**src/rtl/serial_word_rx_pkg.sv**
```systemverilog
// Shared definitions for the serial word receiver: default sizing and FSM encodings.
package serial_word_rx_pkg;

    localparam int unsigned DefaultN  = 8;
    localparam int unsigned DefaultCW = 4;

    typedef enum logic {
        RxIdle = 1'b0,
        RxRecv = 1'b1
    } rx_state_e;

    typedef enum logic {
        OutEmpty = 1'b0,
        OutFull  = 1'b1
    } out_state_e;

endpackage

```
**src/rtl/sipo_shiftreg.sv**
```systemverilog
// Left-shift serial-in parallel-out register; inverse of the parallel-load MSB-first shifter.
module sipo_shiftreg #(
    parameter int unsigned N = 8
) (
    input  logic         clk,
    input  logic         rst_n,
    input  logic         clr,
    input  logic         en,
    input  logic         Din,
    output logic [N-1:0] q
);

    logic [N-1:0] sr_q;
    logic [N-1:0] sr_d;

    // A clear coinciding with a valid bit restarts the word with that bit.
    always_comb begin
        sr_d = sr_q;
        if (clr) begin
            sr_d = en ? {{(N-1){1'b0}}, Din} : '0;
        end else if (en) begin
            sr_d = {sr_q[N-2:0], Din};
        end
    end

    always_ff @(posedge clk or negedge rst_n) begin
        if (!rst_n) begin
            sr_q <= '0;
        end else begin
            sr_q <= sr_d;
        end
    end

    assign q = sr_q;

endmodule

```
**src/rtl/serial_word_rx.sv**
```systemverilog
// Serial-in word receiver with double-buffered valid/ready output and sticky overrun flag.
module serial_word_rx
    import serial_word_rx_pkg::*;
#(
    parameter int unsigned N  = DefaultN,
    parameter int unsigned CW = DefaultCW
) (
    input  logic          clk,
    input  logic          rst_n,
    input  logic          start,
    input  logic          Din,
    input  logic          Din_valid,
    input  logic          out_ready,
    input  logic          clr_ovr,
    output logic [N-1:0]  Dout,
    output logic          out_valid,
    output logic          overrun,
    output logic          busy,
    output logic [CW-1:0] bit_cnt
);

    rx_state_e  rx_state_q, rx_state_d;
    out_state_e out_state_q, out_state_d;
    logic [CW-1:0] cnt_q, cnt_d;
    logic [N-1:0]  dout_q, dout_d;
    logic          ovr_q, ovr_d;
    logic [N-1:0]  shreg;
    logic [N-1:0]  word;
    logic          complete;
    logic          ovr_set;

    sipo_shiftreg #(
        .N(N)
    ) u_shreg (
        .clk  (clk),
        .rst_n(rst_n),
        .clr  (start),
        .en   (Din_valid),
        .Din  (Din),
        .q    (shreg)
    );

    // A bit arriving with start opens a new word, so it can never complete one.
    assign complete = Din_valid && !start && (cnt_q == CW'(N - 1));
    assign word     = {shreg[N-2:0], Din};

    always_comb begin
        cnt_d      = cnt_q;
        rx_state_d = rx_state_q;
        if (start) begin
            cnt_d      = Din_valid ? CW'(1) : '0;
            rx_state_d = Din_valid ? RxRecv : RxIdle;
        end else if (Din_valid) begin
            if (complete) begin
                cnt_d      = '0;
                rx_state_d = RxIdle;
            end else begin
                cnt_d      = cnt_q + CW'(1);
                rx_state_d = RxRecv;
            end
        end
    end

    always_comb begin
        out_state_d = out_state_q;
        dout_d      = dout_q;
        ovr_set     = 1'b0;
        unique case (out_state_q)
            OutEmpty: begin
                if (complete) begin
                    dout_d      = word;
                    out_state_d = OutFull;
                end
            end
            OutFull: begin
                if (out_ready) begin
                    if (complete) begin
                        dout_d = word;
                    end else begin
                        out_state_d = OutEmpty;
                    end
                end else if (complete) begin
                    ovr_set = 1'b1;
                end
            end
            default: out_state_d = OutEmpty;
        endcase
        ovr_d = ovr_set ? 1'b1 : (clr_ovr ? 1'b0 : ovr_q);
    end

    always_ff @(posedge clk or negedge rst_n) begin
        if (!rst_n) begin
            rx_state_q  <= RxIdle;
            out_state_q <= OutEmpty;
            cnt_q       <= '0;
            dout_q      <= '0;
            ovr_q       <= 1'b0;
        end else begin
            rx_state_q  <= rx_state_d;
            out_state_q <= out_state_d;
            cnt_q       <= cnt_d;
            dout_q      <= dout_d;
            ovr_q       <= ovr_d;
        end
    end

    assign Dout      = dout_q;
    assign out_valid = (out_state_q == OutFull);
    assign overrun   = ovr_q;
    assign busy      = (rx_state_q == RxRecv);
    assign bit_cnt   = cnt_q;

endmodule
```
**config.mk**
```make
export PLATFORM = sky130hd
export DESIGN_NAME = serial_word_rx
export DESIGN_NICKNAME = d
export VERILOG_FILES = /design/src/rtl/serial_word_rx_pkg.sv /design/src/rtl/sipo_shiftreg.sv /design/src/rtl/serial_word_rx.sv
export SDC_FILE = /design/constraint.sdc
export NUM_CORES = 1
export LEC_CHECK = 0
export BUFFER_PORTS_ARGS = -buffer_cell sky130_fd_sc_hd__buf_2
export CORE_MARGIN = 3
export CORE_UTILIZATION = 45
export DETAILED_ROUTE_END_ITERATION = 12
export GPL_TIMING_DRIVEN = 0
export PLACE_DENSITY = 0.72
export SLEW_MARGIN = 0
export SYNTH_ARGS = -nofsm -noshare
export SYNTH_HDL_FRONTEND = slang
export SYNTH_SLANG_ARGS = --single-unit
```
**constraint.sdc**
```tcl
create_clock -name clk -period 1.5 [get_ports clk]
set_input_delay 0.225 -clock clk [delete_from_list [all_inputs] [get_ports clk]]
set_output_delay 0.225 -clock clk [all_outputs]
set_load 0.02 [all_outputs]
```
; ---- Word-level counts from Yosys, hierarchy flattened
; Index checks and enable logic that the tools add are counted.
[op_classes]
addsub = 1
eq_ne = 2
muxes = 21
bitwise_logic = 1
reduce_logical = 5
[op_table]
columns = op, n
row1 = $mux 8, 2
row2 = $pmux 8 s2, 1
row3 = $mux 7, 2
row4 = $mux 1, 12
row5 = $mux 4, 3
row6 = $add 4x1->4 const B, 1
row7 = $eq 4x3->1 const B, 1
row8 = $reduce_bool 2->1, 2
row9 = $logic_and 1x1->1, 2
row10 = $ne 2x2->1 const B, 1
row11 = $pmux 1 s2, 1
row12 = $logic_not 1->1, 1
row13 = $not 1->1, 1
[totals]
reg_bits = 22
inputBits = 7
output_inout_bits = 15
elab_cells = 36

; ---- Longest topological paths before layout
[logic_depth]
ltp_word = 7
depth_mapped = 4
depth_no_buf = 4

; ---- Cells and area by module
; A second synthesis with hierarchy kept.
[unflattened]
hier_cells = 73
area_unflattened_um2 = 953.4
[modules_own_cells]
columns = mod, instances, cells_each, area_each_um2, seq_area_each_um2
row1 = serial_word_rx, 1, 46, 621.8, 375.4
row2 = sipo_shiftreg, 1, 27, 331.6, 200.2

; ---- Worst setup path before layout
; No wires, ideal clock.
[synth_timing]
path_type = flip-flop to flip-flop
from = register cnt_q[1], in the netlist bit_cnt[1]
to = register dout_q[0], in the netlist Dout[0]
setup_time_ps = 125
arrival_time_ps = 1558
t_required_ps = 1375
path_slack_ps = -183
path_stages_with_launch = 5
n_path_buf = 0
synth_period_minus_slack_ps = 1683
cell_sequence = dfrtp_1 ha_1 nand4b_2 nor3b_4 mux2_2
[synth_between]
elab_chain_cells = 5
[synth_rtl]
columns = item, line_no
row1 = from (decl), serial_word_rx.sv:24  ; logic [CW-1:0] cnt_q, cnt_d;
row2 = from (signal assigned), serial_word_rx.sv:101  ; cnt_q <= cnt_d;
row3 = $eq 4x3->1 (*), serial_word_rx.sv:44  ; assign complete = Din_valid && !start && (cnt_q == CW'(N - 1));
row4 = $logic_and 1x1->1 (*), serial_word_rx.sv:44
row5 = $mux 8 (*), --
row6 = $mux 8, --
row7 = $pmux 8 s2 (*), --
row8 = to (signal assigned), serial_word_rx.sv:102  ; dout_q <= dout_d;
row9 = to (decl), serial_word_rx.sv:25  ; logic [N-1:0] dout_q, dout_d;
; Every way passes the cells marked *; elsewhere a longest branch is shown, timed or not. The select of a mux whose other input is x is not followed.
; A chain may end at the register's enable or synchronous reset.

; ---- Worst setup path in the final report
[layout_timing]
from = register cnt_q[0], in the netlist bit_cnt[0]
to = register dout_q[5], in the netlist Dout[5]
; Same word-level chain as after synthesis.

==> out/metrics.cfg <==
[power_and_ir_drop]
intPower_uw=759.7
p_seq_frac=0.628
p_sw_frac=0.2321
p_clk_frac=0.264
powerDensity_nw_per_um2=841.2
combPwrFrac=0.108
p_switching_uw=229.7
peakVddDrop_mv=0.6139
leakagePower_uw=0.0006510

[sta]
grt_setup_unrepaired=yes
fmax_mhz=665.5
worst_pin_slew_ns=0.4670
min_period_ns=1.503
setup_viol=2
whs_ns=0.1130
fin_crit_sh=1.002
fin_skew_ns=0.009660
relSlewSlack=0.6886
slew_viol_final=0
setup_ws_ns=-0.002619
hold_viol_final=0

[logic_synthesis]
synthTopCellsByArea=dfrtp_1 (61%), mux2_2 (10%), mux2i_1 (8.9%)
synth_common_cells=dfrtp_1 (22), nor2_1 (10), mux2_2 (8), mux2i_1 (8), nand2_1 (4)
synth_nets=76
ys_types=19
synth_seq_cells=22
avgSynthCellArea_um2=13.23
ys.flop_type=dfrtp_1
synth.most_common_cell=dfrtp_1
yosysTopAreaCell=dfrtp_1
netlist_area_um2=899.6
ys_warn_count=0
synthArstFlopShare=1.000
synth_cells=68
yosys.area.top_type_share=0.6120
synth_edf_count=0
ys_seq_area_frac=0.6120

[clocking]
cts_inserted_buffers=3
clk_latency_ns=0.29
root_buffer=clkbuf_4
h-tree-depth=1
clock_sinks=22
clockBufferDepth=2
cts_tree=yes
path_clk_slew_ns=0.12

[drt]
vias_per_cell=4.863
ant_nets=0
drc=0
drt-initial-drc-count=5
first_pass_iters=4
wl_mm=1.587
dr_total_vias=603
wl_per_cell_um=12.80

[place]
dp_hpwl_mm=1.025
placed_cell_area_um2=1064
numPortBuffers=21
gp_congestion=0.7245

[floorplan]
die_h_um=50.71
io-pin-count=22
dieArea_um2=2572
die_w_um=50.71
initial_utilization=0.4993
rows=15
core_region_area_um2=1802

[setup_path]
end_kind=flip-flop
critical_path_arrival_ns=1.68
worstSetupPathType=flip-flop to flip-flop
worstPathMaxFanout=8
required_ns=1.68
worst_setup_path_start_kind=flip-flop

[global_route]
overflow=0
grt_pass1_wl_mm=2.753
track_usage=0.1407
grt_pass1_vias=632
grt_max_degree=23
antenna_found_initial=0

[finish]
n_antenna_cell=0
nFillCells=150
area_growth_pct=30.74
multi_input_area_um2=387.9
fin_area_um2=1176
drive_gt1_frac=0.4444
seq_area_um2=553.0
nets=108

[min_path]
hp-class=primary input to flip-flop

[outcome]
violations=setup timing
status=finished with violations

[flow_run]
cap_violations=0

-- critical path, stage by stage (launching register included) --
cell	delay [ns]
dfrtp_2	0.41
ha_4	0.15
nand4b_4	0.11
nor3b_4	0.24
buf_12	0.17
mux2_4	0.30
-- final timing paths --
kind / start / endpoint / slack (ns) / cells past startpoint
worst min register to register: busy / busy / 0.51 / 2
max in group asynchronous: rst_n / bit_cnt[1] / 0.74 / 2
worst min-delay path: clr_ovr / overrun / 0.11 / 2
worst max-delay path: bit_cnt[0] / Dout[5] / -0.003 / 5
worst max register to register: bit_cnt[0] / Dout[5] / -0.003 / 5
min in group asynchronous: rst_n / bit_cnt[2] / 0.42 / 2
-- stage by stage --
step	cells	setup TNS (ns)	setup slack [ns]	power (µW)	util
5_1_grt	124	-0.4707	-0.06868	1048	0.6528
2_1_floorplan	68	-0.7491	-0.09918	686.6	-
3_5_place_dp	114	-1.435	-0.1933	726.7	0.5903
3_3_place_gp	114	-1.245	-0.1626	725.1	0.5903
6_report	124	-0.002983	-0.002619	989.4	0.6528
4_1_cts	123	0	0.01256	1002	0.6340
-- per-layer routing --
metal  vias up  global-route usage  wire length [µm]
met5         -                   0                 0
li1        294                   -                 -
met1       290              0.1841               757
met4         0             0.04036                13
met2        17              0.2348               741
met3         2             0.02967                74
-- placed cells by master (no fill, tap or decap), types with 2 or more instances in the layout --
cell type	instances
buf_2	22
dfrtp_1	20
nor2_1	10
mux2i_1	8
mux2_4	8
nand2_1	4
buf_4	4
clkbuf_4	3
nand2b_1	2
clkbuf_1	2
xor2_1	2
dfrtp_2	2
-- area by class of cell --
cell class	count	share of cell area
Buffer	2	0.007447
Clock buffer	4	0.02234
Inverter	1	0.003191
Multi-Input combinational cell	43	0.3298
Sequential cell	22	0.4702
Tap cell	25	0.02660
Timing Repair Buffer	27	0.1404
-- repair_timing --
item / 4_1_cts / 5_1_grt
buffers inserted: 4 / 1
endpoints found under the hold margin: 22 / 0
hold buffers: 1 / 0
gates resized for setup: 0 / 7
cloned: 0 / 0
pin swaps: 2 / 2
endpoints found under the setup margin: 8 / 8
-- flip-flops by register name, summed over array words and instances, names as in the netlist --
| register | cells |
|---|---|
| u_shreg.q | 7 |
| Dout | 8 |
| out_valid | 1 |
| bit_cnt | 4 |
| busy | 1 |
| overrun | 1 |
-- power groups by stage --
stage,sequential [µW],clock [µW],combinational (µW)
global placement,635,0,90.5
finish,621,261,107
global route,624,304,119
detailed placement,635,0,91.4
floorplan,646,0,40.1
CTS,621,276,104
-- cells by family after synthesis --
family / after synthesis / synth area share
simple gates: 21 / 0.1293
flops: 22 / 0.6120
mux: 16 / 0.1892
fa+ha+maj: 1 / 0.01391
compound gates: 3 / 0.02225
xor+xnor: 2 / 0.01948
buf+inv: 3 / 0.01389
Note: power is estimated with default switching activity, not from simulation.
